File: src/rtl/mem_arbiter_pkg.sv
// mem_arbiter_pkg: default widths, FSM states and beat-count helper
// shared by the unified-memory arbiter and its interface.
package mem_arbiter_pkg;

  localparam int ADDR_W_DEF = 32;
  localparam int DATA_W_DEF = 32;
  localparam int INST_W_DEF = 48;

  typedef enum logic [1:0] {
    IDLE  = 2'd0,
    DATA  = 2'd1,
    FETCH = 2'd2
  } state_e;

  // bus words needed to cover one instruction
  function automatic int ceil_div(int num, int den);
    return (num + den - 1) / den;
  endfunction

endpackage

File: src/rtl/mem_arbiter_if.sv
// mem_arbiter_if: CPU fetch/data ports plus memory bus of the arbiter.
// master = arbiter side, slave = CPU/memory environment side.
interface mem_arbiter_if
  import mem_arbiter_pkg::*;
#(
  parameter int ADDR_W = ADDR_W_DEF,
  parameter int DATA_W = DATA_W_DEF,
  parameter int INST_W = INST_W_DEF
);

  logic              if_req_i;
  logic [ADDR_W-1:0] if_addr_i;
  logic              if_valid_o;
  logic [INST_W-1:0] if_inst_o;
  logic              dm_read_i;
  logic              dm_write_i;
  logic [ADDR_W-1:0] dm_addr_i;
  logic [DATA_W-1:0] dm_wdata_i;
  logic              dm_valid_o;
  logic [DATA_W-1:0] dm_rdata_o;
  logic              stall_o;
  logic              bus_req_o;
  logic              bus_we_o;
  logic [ADDR_W-1:0] bus_addr_o;
  logic [DATA_W-1:0] bus_wdata_o;
  logic              bus_ack_i;
  logic [DATA_W-1:0] bus_rdata_i;

  modport master (
    input  if_req_i, if_addr_i,
    input  dm_read_i, dm_write_i,
    input  dm_addr_i, dm_wdata_i,
    input  bus_ack_i, bus_rdata_i,
    output if_valid_o, if_inst_o,
    output dm_valid_o, dm_rdata_o,
    output stall_o,
    output bus_req_o, bus_we_o,
    output bus_addr_o, bus_wdata_o
  );

  modport slave (
    output if_req_i, if_addr_i,
    output dm_read_i, dm_write_i,
    output dm_addr_i, dm_wdata_i,
    output bus_ack_i, bus_rdata_i,
    input  if_valid_o, if_inst_o,
    input  dm_valid_o, dm_rdata_o,
    input  stall_o,
    input  bus_req_o, bus_we_o,
    input  bus_addr_o, bus_wdata_o
  );

endinterface

File: src/rtl/mem_arbiter_fetch_line_buf.sv
// mem_arbiter_fetch_line_buf: one-entry {vld, addr, inst} copy of the
// last fetched instruction; compiled only with MEM_ARB_FETCH_BUF_EN.
`ifdef MEM_ARB_FETCH_BUF_EN
module mem_arbiter_fetch_line_buf #(
  parameter int ADDR_W = 32,
  parameter int INST_W = 48
) (
  input  logic              clk,
  input  logic              rst,
  input  logic              load,
  input  logic [ADDR_W-1:0] load_addr,
  input  logic [INST_W-1:0] load_inst,
  input  logic              clear,
  input  logic [ADDR_W-1:0] look_addr,
  output logic              hit,
  output logic [INST_W-1:0] hit_inst
);

  logic              vld_q;
  logic [ADDR_W-1:0] addr_q;
  logic [INST_W-1:0] inst_q;

  // writes invalidate; each completed fetch refills the entry
  always_ff @(posedge clk or posedge rst) begin
    if (rst) begin
      vld_q  <= 1'b0;
      addr_q <= '0;
      inst_q <= '0;
    end else if (clear) begin
      vld_q <= 1'b0;
    end else if (load) begin
      vld_q  <= 1'b1;
      addr_q <= load_addr;
      inst_q <= load_inst;
    end
  end

  assign hit      = vld_q & (addr_q == look_addr);
  assign hit_inst = inst_q;

endmodule
`endif

File: src/rtl/mem_arbiter.sv
// mem_arbiter: shares one single-port memory between fetch and data,
// data first; MEM_ARB_FETCH_BUF_EN adds a 1-entry fetch buffer.
module mem_arbiter
  import mem_arbiter_pkg::*;
#(
  parameter int ADDR_W = ADDR_W_DEF,
  parameter int DATA_W = DATA_W_DEF,
  parameter int INST_W = INST_W_DEF
) (
  input logic           clk,
  input logic           rst,
  mem_arbiter_if.master io
);

  localparam int FETCH_BEATS = ceil_div(INST_W, DATA_W);
  localparam int BEAT_BYTES  = DATA_W / 8;
  localparam int CNT_W =
    (FETCH_BEATS > 1) ? $clog2(FETCH_BEATS) : 1;
  localparam logic [CNT_W-1:0] LAST_BEAT =
    CNT_W'(FETCH_BEATS - 1);

  state_e            state_q, state_d;
  logic [CNT_W-1:0]  beat_cnt_q;
  logic              if_done_q, dm_done_q;
  logic              if_valid_q, dm_valid_q;
  logic [INST_W-1:0] inst_q, inst_d;
  logic [DATA_W-1:0] rdata_q;

  logic              dm_pend, if_pend;
  logic              dm_go, if_go, stall;
  logic              data_ack, fetch_ack, fetch_last;
  logic              hit_take;
  logic              buf_hit;
  logic [INST_W-1:0] buf_inst;

  logic              bus_req, bus_we;
  logic [ADDR_W-1:0] bus_addr;
  logic [DATA_W-1:0] bus_wdata;

  assign dm_pend = (io.dm_read_i | io.dm_write_i) & ~dm_done_q;
  assign if_pend = io.if_req_i & ~if_done_q;
  assign stall   = ~rst & (dm_pend | if_pend);

  // a request whose valid pulse is out this cycle is already served
  assign dm_go = dm_pend & ~dm_valid_q;
  assign if_go = if_pend & ~if_valid_q;

  assign data_ack   = (state_q == DATA) & io.bus_ack_i;
  assign fetch_ack  = (state_q == FETCH) & io.bus_ack_i;
  assign fetch_last = fetch_ack & (beat_cnt_q == LAST_BEAT);
  assign hit_take   = (state_q == IDLE) & ~dm_go
                    & if_go & buf_hit;

`ifdef MEM_ARB_FETCH_BUF_EN
  mem_arbiter_fetch_line_buf #(
    .ADDR_W (ADDR_W),
    .INST_W (INST_W)
  ) u_fetch_line_buf (
    .clk       (clk),
    .rst       (rst),
    .load      (fetch_last),
    .load_addr (io.if_addr_i),
    .load_inst (inst_d),
    .clear     (data_ack & bus_we),
    .look_addr (io.if_addr_i),
    .hit       (buf_hit),
    .hit_inst  (buf_inst)
  );
`else
  assign buf_hit  = 1'b0;
  assign buf_inst = '0;
`endif

  // next state and bus beat drive; beat fields are pure functions of
  // state and held requests, so they stay stable until ack
  always_comb begin
    state_d   = state_q;
    bus_req   = 1'b0;
    bus_we    = 1'b0;
    bus_addr  = '0;
    bus_wdata = '0;
    unique case (state_q)
      IDLE: begin
        if (dm_go)
          state_d = DATA;
        else if (if_go & ~buf_hit)
          state_d = FETCH;
      end
      DATA: begin
        bus_req  = 1'b1;
        bus_we   = io.dm_write_i;
        bus_addr = io.dm_addr_i;
        if (io.dm_write_i)
          bus_wdata = io.dm_wdata_i;
        if (io.bus_ack_i)
          state_d = IDLE;
      end
      FETCH: begin
        bus_req  = 1'b1;
        bus_addr = io.if_addr_i
                 + ADDR_W'(beat_cnt_q) * ADDR_W'(BEAT_BYTES);
        if (fetch_last)
          state_d = IDLE;
      end
      default: state_d = IDLE;
    endcase
  end

  // drop the current beat into its little-endian slot
  always_comb begin
    inst_d = inst_q;
    for (int b = 0; b < INST_W; b++)
      if (b / DATA_W == int'(beat_cnt_q))
        inst_d[b] = io.bus_rdata_i[b % DATA_W];
  end

  // FSM, beat counter, assembly and result registers
  always_ff @(posedge clk or posedge rst) begin
    if (rst) begin
      state_q    <= IDLE;
      beat_cnt_q <= '0;
      inst_q     <= '0;
      rdata_q    <= '0;
      if_valid_q <= 1'b0;
      dm_valid_q <= 1'b0;
    end else begin
      state_q <= state_d;
      if (fetch_last)
        beat_cnt_q <= '0;
      else if (fetch_ack)
        beat_cnt_q <= beat_cnt_q + CNT_W'(1);
      if (fetch_ack)
        inst_q <= inst_d;
      else if (hit_take)
        inst_q <= buf_inst;
      if (data_ack)
        rdata_q <= bus_we ? '0 : io.bus_rdata_i;
      if_valid_q <= fetch_last | hit_take;
      dm_valid_q <= data_ack;
    end
  end

  // per-step completion flags, cleared when the pipeline advances
  always_ff @(posedge clk or posedge rst) begin
    if (rst) begin
      if_done_q <= 1'b0;
      dm_done_q <= 1'b0;
    end else if (!stall) begin
      if_done_q <= 1'b0;
      dm_done_q <= 1'b0;
    end else begin
      if (if_valid_q)
        if_done_q <= 1'b1;
      if (dm_valid_q)
        dm_done_q <= 1'b1;
    end
  end

  assign io.stall_o     = stall;
  assign io.if_valid_o  = if_valid_q;
  assign io.if_inst_o   = inst_q;
  assign io.dm_valid_o  = dm_valid_q;
  assign io.dm_rdata_o  = rdata_q;
  assign io.bus_req_o   = bus_req;
  assign io.bus_we_o    = bus_we;
  assign io.bus_addr_o  = bus_addr;
  assign io.bus_wdata_o = bus_wdata;

endmodule

File: src/flat_wrapper.sv
// flat-port wrapper written by rule: the top's interface ports become plain ports
module mem_arbiter_flat import mem_arbiter_pkg::*;
#(
  parameter int ADDR_W = ADDR_W_DEF,
  parameter int DATA_W = DATA_W_DEF,
  parameter int INST_W = INST_W_DEF
)
  (clk, rst, io_if_req_i, io_if_addr_i, io_dm_read_i, io_dm_write_i, io_dm_addr_i, io_dm_wdata_i, io_bus_ack_i, io_bus_rdata_i, io_if_valid_o, io_if_inst_o, io_dm_valid_o, io_dm_rdata_o, io_stall_o, io_bus_req_o, io_bus_we_o, io_bus_addr_o, io_bus_wdata_o);
  mem_arbiter_if #(.ADDR_W(ADDR_W), .DATA_W(DATA_W), .INST_W(INST_W)) io_i ();
  input logic clk;
  input logic rst;
  input wire logic [$bits(io_i.if_req_i)-1:0] io_if_req_i;
  input wire logic [$bits(io_i.if_addr_i)-1:0] io_if_addr_i;
  input wire logic [$bits(io_i.dm_read_i)-1:0] io_dm_read_i;
  input wire logic [$bits(io_i.dm_write_i)-1:0] io_dm_write_i;
  input wire logic [$bits(io_i.dm_addr_i)-1:0] io_dm_addr_i;
  input wire logic [$bits(io_i.dm_wdata_i)-1:0] io_dm_wdata_i;
  input wire logic [$bits(io_i.bus_ack_i)-1:0] io_bus_ack_i;
  input wire logic [$bits(io_i.bus_rdata_i)-1:0] io_bus_rdata_i;
  output wire logic [$bits(io_i.if_valid_o)-1:0] io_if_valid_o;
  output wire logic [$bits(io_i.if_inst_o)-1:0] io_if_inst_o;
  output wire logic [$bits(io_i.dm_valid_o)-1:0] io_dm_valid_o;
  output wire logic [$bits(io_i.dm_rdata_o)-1:0] io_dm_rdata_o;
  output wire logic [$bits(io_i.stall_o)-1:0] io_stall_o;
  output wire logic [$bits(io_i.bus_req_o)-1:0] io_bus_req_o;
  output wire logic [$bits(io_i.bus_we_o)-1:0] io_bus_we_o;
  output wire logic [$bits(io_i.bus_addr_o)-1:0] io_bus_addr_o;
  output wire logic [$bits(io_i.bus_wdata_o)-1:0] io_bus_wdata_o;
  assign io_i.if_req_i = io_if_req_i;
  assign io_i.if_addr_i = io_if_addr_i;
  assign io_i.dm_read_i = io_dm_read_i;
  assign io_i.dm_write_i = io_dm_write_i;
  assign io_i.dm_addr_i = io_dm_addr_i;
  assign io_i.dm_wdata_i = io_dm_wdata_i;
  assign io_i.bus_ack_i = io_bus_ack_i;
  assign io_i.bus_rdata_i = io_bus_rdata_i;
  assign io_if_valid_o = io_i.if_valid_o;
  assign io_if_inst_o = io_i.if_inst_o;
  assign io_dm_valid_o = io_i.dm_valid_o;
  assign io_dm_rdata_o = io_i.dm_rdata_o;
  assign io_stall_o = io_i.stall_o;
  assign io_bus_req_o = io_i.bus_req_o;
  assign io_bus_we_o = io_i.bus_we_o;
  assign io_bus_addr_o = io_i.bus_addr_o;
  assign io_bus_wdata_o = io_i.bus_wdata_o;
  mem_arbiter #(.ADDR_W(ADDR_W), .DATA_W(DATA_W), .INST_W(INST_W)) u_core (.clk(clk), .rst(rst), .io(io_i));
endmodule
File: config.mk
export PLATFORM = sky130hd
export DESIGN_NAME = mem_arbiter_flat
export DESIGN_NICKNAME = d
export VERILOG_FILES = /design/src/rtl/mem_arbiter_pkg.sv /design/src/rtl/mem_arbiter_if.sv /design/src/rtl/mem_arbiter_fetch_line_buf.sv /design/src/rtl/mem_arbiter.sv /design/src/flat_wrapper.sv
export SDC_FILE = /design/constraint.sdc
export NUM_CORES = 1
export LEC_CHECK = 0
export ABC_AREA = 1
export CORE_MARGIN = 2
export CORE_UTILIZATION = 43
export CTS_BUF_LIST = sky130_fd_sc_hd__clkbuf_8
export DETAILED_ROUTE_END_ITERATION = 12
export PLACE_DENSITY_LB_ADDON = 0.05
export SETUP_SLACK_MARGIN = 0.3
export SYNTH_ARGS = -nofsm -noshare
export SYNTH_HDL_FRONTEND = slang
export SYNTH_HIERARCHICAL = 1
export SYNTH_SLANG_ARGS = --single-unit
File: constraint.sdc
create_clock -name clk -period 8.7 [get_ports clk]
set_input_delay 1.74 -clock clk [delete_from_list [all_inputs] [get_ports clk]]
set_output_delay 1.74 -clock clk [all_outputs]
set_load 0.05 [all_outputs]
======== Word level (Yosys, flattened, before mapping) ========
Cells that the tools add are included.
word-level totals
  bits of input ports ..................... 134
  register bits after elaboration ......... 87
operators by class
  mux-type cells .......................... 17
  equal/unequal tests ..................... 7
  bitwise gates (word level) .............. 16
  reduce and logical (&&, ||, !) cells .... 6
  add/sub/neg operators ................... 2
operator list
  cell                 count
  $mux 32              3
  $pmux 32 s2          1
  $add 32x3->32        1
  $and 1x1->1          8
  $mux 1               8
  $mux 2               4
  $ne 2x1->1 const B   3
  $not 1->1            6
  $pmux 2 s3           1
  $reduce_and 2->1     2
  $ne 3x1->1 const B   1
  $reduce_and 3->1     1
  $eq 2x1->1 const B   1
  $eq 2x2->1 const B   1
  $logic_not 2->1      1
  $ne 2x2->1 const B   1
  $or 1x1->1           2
  $reduce_bool 2->1    1
  $reduce_or 2->1      1
  $add 1x1->1 const B  1

======== Depth between registers and ports, before layout ========
Gate-level depths: netlist of run 1.
  depth after elaboration ................. 6
  gate-level depth with buffers ........... 10
  mapped depth without buffers ............ 10

======== Least setup slack after synthesis of run 1 ========
No wires, ideal clock.
  path kind ............................... input to output
  start point ............................. input io_if_addr_i[2]
  end point ............................... output io_bus_addr_o[16]
  arrival ................................. 3,457 ps
  required time ........................... 6,960 ps
  buffers on the path ..................... 0
  cell stages on the path ................. 9
  path slack .............................. 3,503 ps
  path through ............................ ha_1 > ha_1 > nand2_2 > nor2_4 > nand2_2 > nor2_4 > or2_2 > nand3_1 > a21oi_1
between the ends
  word-level cells in the longest chain between the ends .. 2
RTL lines
  item             line                text
  start, declared  flat_wrapper.sv:13  input wire logic [$bits(io_i.if_addr_i)-1:0] io_if_addr_i;
  $add 32x3->32    mem_arbiter.sv:101  + ADDR_W'(beat_cnt_q) * ADDR_W'(BEAT_BYTES);
  $pmux 32 s2      mem_arbiter.sv:82   unique case (state_q)
  end, declared    flat_wrapper.sv:27  output wire logic [$bits(io_i.bus_addr_o)-1:0] io_bus_addr_o;
Every way passes these cells.

======== Worst setup path after layout of run 1 ========
  start point ............................. input io_dm_write_i
  end point ............................... output io_bus_wdata_o[22]
between the ends
  word-level cells in the longest chain between the ends .. 2
RTL lines
  item             line                text
  start, declared  flat_wrapper.sv:15  input wire logic [$bits(io_i.dm_write_i)-1:0] io_dm_write_i;
  $mux 32          mem_arbiter.sv:93   if (io.dm_write_i)
  $mux 32          mem_arbiter.sv:82
  end, declared    flat_wrapper.sv:28  output wire logic [$bits(io_i.bus_wdata_o)-1:0] io_bus_wdata_o;
Every way passes these cells.

==> summary.txt, run 1 <==
Detailed routing
  • Post-route ant nets: 0
  • Routed length per instance: 15.02 µm
  • Via count: 5,394
  • Initial DRC Count: 340
  • Drt total wl: about 17,000 µm
  • DR vias/cell: 4.886
  • DR DRC count: 0
  • Drt first pass iters: 5

Global routing
  • GRT met2 Usage: a little under half
  • Number of global-route vias before repair: 5,430
  • Met3 global-route usage: 8.002%
  • Grt met1 use: 31.35%
  • Most Crowded Layer GR: met2
  • First-pass GRT wire length: 27,140 µm
  • Tot GR Track Use: a little over a quarter
  • Largest net degree at the start of global routing: 88
  • Global route overflow: 0
  • Initial antenna violation count: 0

Clock tree
  • H-tree levels: 3
  • Cts hold-fix bufs: 0
  • Post-CTS resize count: 0
  • Root buf cell: clkbuf_8
  • Setup Fix Bufs, Post-CTS: 0
  • CTS tree: done
  • Num CTS Buffers: 9
  • CTS clock-pin slew for the worst setup and hold paths: 80 ps
  • CTS sink cnt: 87
  • Clk Latency, worst-skew pair: between 300 and 400 ps
  • Clk buf depth: 2

Worst setup path
  • Crit Reg-Reg Endpoint: u_core/io.dm_rdata_o[20]
  • WS Path Type: in -> out
  • Critical Path AT: 4380 ps
  • Crit-path max FO: 34
  • CP endpoint kind: output port
  • Worst r2r src: u_core/state_q[1]
  • Data required time of the worst path: 6960 ps
  • R2R Setup Slk: 5500 ps
  • Critical path startpoint: io_dm_write_i
  • Critical path endpoint: io_bus_wdata_o[22]
  • R2R depth: 4
  • Critical path launch point type: input pin

Floorplanning
  • Core area: 11,420 µm²
  • Io pins: 283
  • Chip height: 112.0 µm
  • Initial Util: between 40% and 50%
  • FP Rows: 39
  • Die area: 12,550 µm²
  • Die span in x: 112.0 µm

STA
  • Fin crit period: 6124 ps
  • Fin crit share: between 70% and 80%
  • RSZ-0062 raised after global routing: no
  • Measured slew at the worst slew-check pin: between 1000 and 1500 ps
  • Final-report hold violation count: 0
  • Setup violators final: 0
  • Fmax: about 0.16 GHz
  • Setup TNS Final: 0 ps
  • Max-Slew Margin vs Limit: 16.35%
  • Layout Skew: 8.303 ps
  • Slew Viols, Final: 0

Place
  • IO buf count: 282
  • Placer Congestion: 0.8872
  • Final HPWL DP: 12,780 µm

Min path
  • Type of the tightest min-delay check: reg -> reg

Synth
  • Post-Syn Instances: between 600 and 700
  • Yosys warning count: 6
  • Distinct cell type count after synthesis: 27
  • Synthesized Nets: ~830
  • Synth Area per Inst: 7.228 µm²
  • Post-synthesis register bit count: 87
  • Sequential area share after synthesis: a little over two fifths
  • Largest family of logic cells by synthesized area: simple AND/OR/NAND/NOR gates
  • Synth Area in Compound Gates: 15.52%
  • Synth Area in XOR/XNOR: 0%
  • Simple-gate portion of the synthesized area: 28.51%
  • Synthesized area: 5016 µm²
  • Post-Synth Adder-Cell Area: 1.247%
  • Proportion of synthesized area in mux cells: 0%

Pwr
  • Peak supply drop: 262.9 µV
  • Pleak: 3.670 nW
  • PwrDens: 351.9 nW/µm²

Finish
  • Ant. Diodes: 0
  • Layout net count: 1,095
  • Final core occ: 70.99%
  • Area grow syn2layout: 61.61%
  • Most frequent cells in the layout: 282 x clkdlybuf4s50_1, 197 x nand2_1, 102 x inv_1, 87 x dfrtp_1, 67 x nor2_1
  • Reg area: 2177 µm²
  • Layout cell share with drive strength beyond 1: under 10%
  • Multi-input logic area: ~2300 µm²
  • Filler instances: 945
  • Most common cell after layout, fill and taps aside: clkdlybuf4s50_1

Status
  • Status: finished clean

Run
  • Max Cap Violations: 0
-- through the flow --
stage	cells	power [W]	worst slack (ps)	area, µm²	hold WS (ps)
after global placement	1088	0.002519	2679	7875	463.8
final	1104	0.002853	2576	8107	484.4
after CTS	1104	0.002872	2586	8107	492.2
after detailed placement	1088	0.002552	2590	7875	472.1
after floorplan	694	0.001907	3503	5016	475.0
after global routing	1104	0.003002	2339	8107	505.5
-- cells in the mapped netlist --
cell | number | area (µm²)
o21ai_0 | 53 | 265.3
clkbuf_8 | 1 | 13.76
o21ai_1 | 2 | 10.01
nand2_2 | 5 | 31.28
or2_1 | 4 | 25.02
buf_6 | 3 | 33.78
nand4_1 | 1 | 6.260
a21oi_1 | 38 | 190.2
dfrtp_1 | 87 | 2177
inv_2 | 2 | 7.510
nand2_1 | 198 | 743.2
nor2_4 | 10 | 112.6
inv_1 | 103 | 386.6
o21bai_1 | 4 | 30.03
nor2_2 | 3 | 18.77
nand3_2 | 4 | 40.04
o31ai_1 | 32 | 240.2
nor2_1 | 67 | 251.5
clkbuf_1 | 16 | 60.06
ha_1 | 5 | 62.56
buf_2 | 11 | 55.05
a22oi_1 | 1 | 7.510
nand2_4 | 2 | 22.52
a21oi_2 | 4 | 35.03
buf_1 | 3 | 11.26
nand3_1 | 32 | 160.2
or2_2 | 3 | 18.77
-- worst max-delay path, cell delays in order --
cell and delay (ps):
clkdlybuf4s50_1 460, buf_4 350, nand2_1 640, nor2_1 310, clkdlybuf4s50_1 850
-- kinds of logic after synthesis --
group / count (synthesis)
fa+ha+maj: 5
flops: 87
simple gates: 329
buf+inv: 139
compound gates: 134
-- how the worst min path moves through the flow --
stage                                   startpoint                        to  slack, ps  cells past startpoint
after floorplan                   u_core/dm_done_q          u_core/dm_done_q        470                      2
after global placement    u_core/io.dm_rdata_o[10]  u_core/io.dm_rdata_o[10]        460                      2
after detailed placement   u_core/io.if_inst_o[46]   u_core/io.if_inst_o[46]        470                      2
after CTS                  u_core/io.if_inst_o[44]   u_core/io.if_inst_o[44]        490                      2
after global routing       u_core/io.if_inst_o[37]   u_core/io.if_inst_o[37]        510                      2
final                      u_core/io.if_inst_o[44]   u_core/io.if_inst_o[44]        480                      2
-- routing by layer --
metal / up-vias / wire length, µm
li1: 2695 / -
met1: 2475 / 6533
met2: 195 / 8245
met3: 29 / 1314
met4: 0 / 484
met5: - / 0
-- state kept, by name, indices dropped and copies added, names as in the netlist --
register	count
u_core/beat_cnt_q	1
u_core/dm_done_q	1
u_core/if_done_q	1
u_core/io.dm_rdata_o	32
u_core/io.dm_valid_o	1
u_core/io.if_inst_o	48
u_core/io.if_valid_o	1
u_core/state_q	2
-- where the power goes --
group	switching, W	leakage, nW	internal (W)
clock	0.000135	0.112	0.000177
combinational	0.00129	2.44	0.000584
sequential	0.0000934	1.12	0.000572
-- cell type report --
class,instances,area share (%)
Timing Repair Buffer,285,35.10
Multi-Input combinational cell,468,28.11
Sequential cell,87,26.86
Inverter,105,4.877
Tap cell,143,2.207
Clock buffer,11,1.868
Clock inverter,5,0.9878
Power figures use the tool's default switching activity.
==> inputs of run 2 (changes only) <==
--- a/config.mk
+++ b/config.mk
@@ -7,7 +7,7 @@
 export LEC_CHECK = 0
 export ABC_AREA = 1
 export CORE_MARGIN = 2
-export CORE_UTILIZATION = 43
+export CORE_UTILIZATION = 36
 export CTS_BUF_LIST = sky130_fd_sc_hd__clkbuf_8
 export DETAILED_ROUTE_END_ITERATION = 12
 export PLACE_DENSITY_LB_ADDON = 0.05
==> constraint.sdc (replaced) <==
create_clock -name clk -period 5.3 [get_ports clk]
set_input_delay 1.06 -clock clk [delete_from_list [all_inputs] [get_ports clk]]
set_output_delay 1.06 -clock clk [all_outputs]
set_load 0.05 [all_outputs]
==> run 2 against run 1 <==
Sequential power is 65% higher. Worst hold slack better by 3.6 ps. Highest routed layer unchanged. Utilization is 9.1 points lower. Global-route usage is 3.0 points lower. Largest cell class unchanged. Worst setup slack worse by 2000 ps. Critical path type unchanged. Clock skew is 3.5 ps higher. Via count is 0.15% higher. Design area is 4.8% higher.
==> summary.txt, run 2 (synthesized netlist as in run 1, its figures left out) <==
Pwr
  • NetSw: 0.002548 W (+68%)
  • PwrDens: 562.5 nW/µm² (+60%)
  • Switching Fraction: 53.31% (about the same)
  • Peak supply drop: 393.6 µV (+50%)
  • Total power: 0.004779 W (+68%)
  • Pleak: 3.840 nW (+4.6%)
  • Combinational power share: 66.1% (+0.4 points)
  • Cell Int Power: 0.002231 W (+67%)
  • Seq pwr share: 22.9% (-0.4 points)
  • Clock power frac: 10.9% (about the same)

Worst setup path
  • R2R Setup Slk: 2640 ps (-2860 ps)
  • Critical Path AT: 3640 ps (-740 ps)
  • Crit path depth: 12 (+7)
  • Critical path launch point type: input pin
  • Crit path max-delay family: buffers and inverters
  • Data required time of the worst path: 4240 ps (-2720 ps)
  • Critical path startpoint: io_if_addr_i[2]
  • Worst r2r src: u_core/state_q[0]
  • Critical Path Most Common Cell: nand2_1
  • Buffers and inverters on the worst path: 3 (unchanged)
  • Crit Reg-Reg Endpoint: u_core/io.if_inst_o[8]
  • CP endpoint kind: output port
  • Critical path endpoint: io_bus_addr_o[28]
  • WS Path Type: in -> out
  • Slowest-stage cell, CP: clkdlybuf4s50_1
  • Worst-path cell chain: clkdlybuf4s50_1, ha_1, ha_1, nand3_1, nor2_1, nand2_1, inv_2, nand2_1, nand2_1, nand3_1, a21oi_1, clkdlybuf4s50_1
  • R2R depth: 4 (unchanged)
  • Crit-path max FO: 4 (-88%)
  • Largest stage delay on the critical path: 830 ps (-20 ps)

STA
  • Min Hold Slack: 488.0 ps (+3.597 ps)
  • Slew Viols, Final: 0 (unchanged)
  • Final-report hold violation count: 0 (unchanged)
  • Fmax: 0.2128 GHz
  • Setup TNS Final: 0 ps (unchanged)
  • Setup violators final: 0 (unchanged)
  • Measured slew at the worst slew-check pin: 1153 ps (-101.7 ps)
  • Layout Skew: 11.82 ps (+3.520 ps)
  • Max-Slew Margin vs Limit: 23.04% (+6.7 points)
  • Final WS setup: 601.5 ps (-1975 ps)
  • Fin crit period: 4698 ps
  • Fin crit share: 88.65%
  • RSZ-0062 raised after global routing: no

Place
  • Setup WS pre-CTS: 628.1 ps (-1962 ps)
  • IO buf count: 282 (unchanged)
  • Placer Congestion: 0.9859 (+11%)
  • Final HPWL DP: 13,880 µm (+8.6%)

Min path
  • Type of the tightest min-delay check: reg -> reg
  • Min-delay src: u_core/io.if_inst_o[15]

Global routing
  • Global route overflow: 0 (unchanged)
  • Initial antenna violation count: 1 (+1)
  • Number of global-route vias before repair: 5,117 (-5.8%)
  • Largest net degree at the start of global routing: 66 (-25%)
  • First-pass GRT wire length: 27,630 µm (+1.8%)
  • Tot GR Track Use: 23.66% (-3.0 points)

Floorplanning
  • Io pins: 283 (unchanged)
  • Core area: 13,720 µm² (+20%)
  • Die span in x: 122.0 µm (+9.0%)
  • Die area: 14,890 µm² (+19%)
  • Chip height: 122.0 µm (+9.0%)
  • Initial Util: 36.56% (-7.4 points)
  • FP Rows: 43 (+10%)

Clock tree
  • Root buf cell: clkbuf_8
  • CTS tree: done
  • Setup Fix Bufs, Post-CTS: 0 (unchanged)
  • Num CTS Buffers: 9 (unchanged)
  • Clk Latency, worst-skew pair: 360 ps (+20 ps)
  • Post-CTS resize count: 0 (unchanged)
  • Cts hold-fix bufs: 0 (unchanged)
  • CTS clock-pin slew for the worst setup and hold paths: 80 ps (about the same)
  • Clk buf depth: 2 (unchanged)
  • H-tree levels: 3 (unchanged)
  • CTS sink cnt: 87 (unchanged)

Finish
  • Most frequent cells in the layout: 249 x clkdlybuf4s50_1, 197 x nand2_1, 102 x inv_1, 87 x dfrtp_1, 67 x nor2_1
  • Area grow syn2layout: 69.39%
  • Layout net count: 1,097 (+0.18%)
  • Filler instances: 1,260 (+33%)
  • Multi-input logic area: 2278 µm² (unchanged)
  • Reg area: 2177 µm² (unchanged)
  • Layout cell share with drive strength beyond 1: 9.346% (+3.6 points)
  • Largest register FFs: 48 (unchanged)
  • Final core occ: 61.93% (-9.1 points)
  • Most common cell after layout, fill and taps aside: clkdlybuf4s50_1

Detailed routing
  • Drt first pass iters: 5 (unchanged)
  • Initial DRC Count: 271 (-20%)
  • DR DRC count: 0 (unchanged)
  • Drt total wl: 17,860 µm (+7.7%)
  • DR vias/cell: 4.722 (-3.4%)
  • Via count: 5,402 (+0.15%)
  • Routed length per instance: 15.61 µm (+3.9%)
  • Post-route ant nets: 0 (unchanged)

Status
  • Status: finished clean

Run
  • Max Cap Violations: 0 (unchanged)
-- run 2: changes by cell type in the layout (fill, tap and decap cells not counted) --
cell             previous run  this run
clkdlybuf4s50_1           282       249
clkinvlp_4                  2         1
buf_12                      0        33
clkbuf_8                   11         9
diode_2                     0         1
buf_4                       3         5
inv_8                       0         2
clkinv_4                    0         1
-- run 2: final cells by class --
| type | instances | share of cell area [%] |
|---|---|---|
| clock inverters | 7 | 1.222 |
| flip-flops and latches | 87 | 25.62 |
| multi-input cells | 468 | 26.81 |
| clock buffers | 9 | 1.458 |
| well taps | 180 | 2.651 |
| repair buffers | 287 | 37.55 |
| inverters | 105 | 4.653 |
| diodes | 1 | 0.02945 |
-- run 2: metal layers --
layer / vias up / wire length (µm) / global-route usage, %
met1: 2476 / 7554 / 29.78
met4: 0 / 240 / 6.394
met3: 22 / 1627 / 7.631
met5: - / 0 / 0
li1: 2694 / - / -
met2: 210 / 8433 / 39.18
-- run 2: worst min-delay path by stage --
| stage | endpoint | slack (ps) | cells after the start |
|---|---|---|---|
| 2_1_floorplan | u_core/dm_done_q | 470 | 2 |
| 3_3_place_gp | u_core/io.dm_rdata_o[12] | 460 | 2 |
| 3_5_place_dp | u_core/io.dm_rdata_o[8] | 470 | 2 |
| 4_1_cts | u_core/io.dm_rdata_o[8] | 490 | 2 |
| 5_1_grt | u_core/io.if_inst_o[14] | 520 | 2 |
| 6_report | u_core/io.if_inst_o[15] | 490 | 2 |
-- run 2: tightest hold or removal path, cell delays in order (launching register included) --
cell and delay, ps:
dfrtp_1 350, nand2_1 50, o21ai_0 60
-- run 2: stage by stage --
step                std cells  cell area (µm²)
global placement         1127             8267
finish                   1144             8497
global route             1144             8497
floorplan                 694             5016
detailed placement       1127             8267
CTS                      1143             8494
-- run 2: power groups by stage --
stage	Combinational [W]	Clock [W]	Sequential, W
after floorplan	0.00113	0	0.00200
after global routing	0.00334	0.000567	0.00113
after CTS	0.00318	0.000538	0.00110
final	0.00316	0.000523	0.00110
after global placement	0.00315	0	0.00109
after detailed placement	0.00318	0	0.00110
==> inputs of run 3 (changes only) <==
--- a/config.mk
+++ b/config.mk
@@ -10,7 +10,7 @@
 export CORE_UTILIZATION = 36
 export CTS_BUF_LIST = sky130_fd_sc_hd__clkbuf_8
 export DETAILED_ROUTE_END_ITERATION = 12
-export PLACE_DENSITY_LB_ADDON = 0.05
+export PLACE_DENSITY = 0.82
 export SETUP_SLACK_MARGIN = 0.3
 export SYNTH_ARGS = -nofsm -noshare
 export SYNTH_HDL_FRONTEND = slang
==> run 3 against run 2 <==
Clock power decreased by 13%. Die area unchanged. Utilization decreased by 0.10 points. First-iteration DRC count increased by 5.9%. Maximum frequency decreased by 0.72%. Worst setup slack got worse by 34 ps. Critical path type unchanged.
==> summary.txt, run 3 (synthesized netlist as in run 1, its figures left out) <==
STA
  • Layout Skew: 9.490 ps (-2.334 ps)
  • Final-report hold violation count: 0 (unchanged)
  • Max-Slew Margin vs Limit: 25.41% (+2.4 points)
  • Setup TNS Final: 0 ps (unchanged)
  • Measured slew at the worst slew-check pin: 1118 ps (-35.38 ps)
  • RSZ-0062 raised after global routing: no
  • Setup violators final: 0 (unchanged)
  • Slew Viols, Final: 0 (unchanged)
  • Fin crit share: 89.30% (+0.65 points)
  • Fmax: 0.2113 GHz (-0.72%)
  • Fin crit period: 4733 ps (+34.31 ps)

Pwr
  • Switching Fraction: 53.45% (+0.14 points)
  • Seq pwr share: 23.2% (+0.3 points)
  • Pleak: 3.841 nW (about the same)
  • Cell Int Power: 0.002200 W (-1.4%)
  • NetSw: 0.002526 W (-0.86%)
  • Peak supply drop: 405.3 µV (+3.0%)
  • PwrDens: 557.1 nW/µm² (-0.95%)
  • Clock power frac: 9.7% (-1.2 points)
  • Combinational power share: 67.1% (+1.0 points)

Finish
  • Largest register FFs: 48 (unchanged)
  • Layout net count: 1,099 (+0.18%)
  • Ant. Diodes: 0 (-1)
  • Most frequent cells in the layout: 249 x clkdlybuf4s50_1, 197 x nand2_1, 102 x inv_1, 87 x dfrtp_1, 67 x nor2_1
  • Most common cell after layout, fill and taps aside: clkdlybuf4s50_1
  • Cell area after layout: 8483 µm² (-0.16%)
  • Area grow syn2layout: 69.12%
  • Layout cell share with drive strength beyond 1: 9.440% (+0.094 points)
  • Filler instances: 1,131 (-10%)

Clock tree
  • Post-CTS resize count: 0 (unchanged)
  • Clk buf depth: 2 (unchanged)
  • CTS sink cnt: 87 (unchanged)
  • Cts hold-fix bufs: 0 (unchanged)
  • Clk Latency, worst-skew pair: 350 ps (about the same)
  • Setup Fix Bufs, Post-CTS: 0 (unchanged)
  • Root buf cell: clkbuf_8
  • H-tree levels: 3 (unchanged)
  • Num CTS Buffers: 9 (unchanged)
  • CTS clock-pin slew for the worst setup and hold paths: 80 ps (about the same)
  • CTS tree: done

Min path
  • Type of the tightest min-delay check: reg -> reg

Place
  • IO buf count: 282 (unchanged)
  • DP Area: 8282 µm² (+0.18%)
  • Final HPWL DP: 13,020 µm (-6.3%)
  • Placer Congestion: 0.9531 (-3.3%)

Floorplanning
  • Die span in x: 122.0 µm (unchanged)
  • Initial Util: 36.56% (unchanged)
  • FP Rows: 43 (unchanged)
  • Core area: 13,720 µm² (unchanged)
  • Die area: 14,890 µm² (unchanged)
  • Chip height: 122.0 µm (unchanged)
  • Io pins: 283 (unchanged)

Global routing
  • Largest net degree at the start of global routing: 66 (unchanged)
  • GRT met2 Usage: 39.70% (+0.52 points)
  • Tot GR Track Use: 22.74% (-0.92 points)
  • Initial antenna violation count: 0 (-1)
  • Grt met1 use: 25.59% (-4.2 points)
  • Met3 global-route usage: 8.333% (+0.70 points)
  • First-pass GRT wire length: 26,560 µm (-3.9%)
  • Global route overflow: 0 (unchanged)
  • Most Crowded Layer GR: met2
  • Number of global-route vias before repair: 5,309 (+3.8%)

Worst setup path
  • Critical Path AT: 3670 ps (+30 ps)
  • Data required time of the worst path: 4240 ps (about the same)
  • WS Path Type: in -> out
  • CP endpoint kind: output port
  • Crit-path max FO: 5 (+1)
  • Critical path launch point type: input pin

Detailed routing
  • Post-route ant nets: 0 (unchanged)
  • Routed length per instance: 14.99 µm (-4.0%)
  • Initial DRC Count: 287 (+5.9%)
  • Drt first pass iters: 5 (unchanged)
  • DR vias/cell: 4.798 (+1.6%)
  • Drt total wl: 17,150 µm (-4.0%)
  • DR DRC count: 0 (unchanged)
  • Via count: 5,489 (+1.6%)

Run
  • Max Cap Violations: 0 (unchanged)

Status
  • Status: finished clean
## run 3: cell types whose count changed in the layout (fill, tap and decap cells not counted)
cell        before  now
inv_8            2    0
clkinvlp_4       1    0
clkinv_4         1    0
diode_2          1    0
bufinv_16        2    0
inv_6            0    1
clkbuf_8         9   14
buf_4            5    7
clkinv_2         2    1
## run 3: path summary, 6_finish.rpt
| path | from | end | slack, ps | depth (start not counted) |
|---|---|---|---|---|
| setup / recovery | io_if_addr_i[2] | io_bus_addr_o[22] | 570 | 12 |
| setup reg to reg | u_core/state_q[0] | u_core/io.if_inst_o[16] | 2840 | 4 |
| max in group asynchronous | rst | u_core/io.dm_rdata_o[13] | 3120 | 3 |
| hold / removal | u_core/io.if_inst_o[13] | u_core/io.if_inst_o[13] | 480 | 2 |
| min in group asynchronous | rst | u_core/io.dm_rdata_o[4] | 1230 | 2 |
| hold reg to reg | u_core/io.if_inst_o[13] | u_core/io.if_inst_o[13] | 480 | 2 |
## run 3: layout make-up
| class | count | area [µm²] | share of cell area (%) |
|---|---|---|---|
| Sequential cell | 87 | 2177 | 25.66 |
| Inverter | 105 | 395.4 | 4.661 |
| Clock inverter | 1 | 8.758 | 0.1032 |
| Multi-Input combinational cell | 468 | 2278 | 26.86 |
| Tap cell | 180 | 225.2 | 2.655 |
| Clock buffer | 14 | 192.7 | 2.271 |
| Timing Repair Buffer | 289 | 3206 | 37.79 |
## run 3: worst max-delay path, cell delays in order
cell and delay, ps:
clkdlybuf4s50_1 470, ha_1 210, ha_1 240, nand2_2 80
nor2_4 160, nand2_4 110, nor2_4 150, nand2_1 70
nand2_1 70, nand3_2 100, a21oi_2 130, clkdlybuf4s50_1 820
## run 3: per-layer routing
| metal | vias to the layer above | routed length, µm | share of wire [%] |
|---|---|---|---|
| met5 | - | 0 | 0 |
| met4 | 0 | 379 | 2.2 |
| met3 | 28 | 1943 | 11 |
| met2 | 227 | 8363 | 49 |
| met1 | 2525 | 6459 | 38 |
| li1 | 2709 | - | - |
## run 3: metrics by stage
step | worst slack [ps] | total power (W) | std cells | util [%] | hold WS (ps)
global route | 395.9 | 0.004980 | 1144 | 61.83 | 506.3
floorplan | 1463 | 0.003131 | 694 | - | 475.0
global placement | 654.0 | 0.004242 | 1129 | 60.36 | 462.3
CTS | 579.5 | 0.004758 | 1144 | 61.83 | 488.8
detailed placement | 595.0 | 0.004281 | 1129 | 60.36 | 468.8
finish | 567.2 | 0.004726 | 1144 | 61.83 | 484.8
## run 3: power by group through the flow
stage,Clock (W),Combinational [W],Sequential [W]
CTS,0.000468,0.00319,0.00110
global placement,0,0.00315,0.00109
floorplan,0,0.00113,0.00200
global route,0.000498,0.00334,0.00114
finish,0.000457,0.00317,0.00110
detailed placement,0,0.00318,0.00110
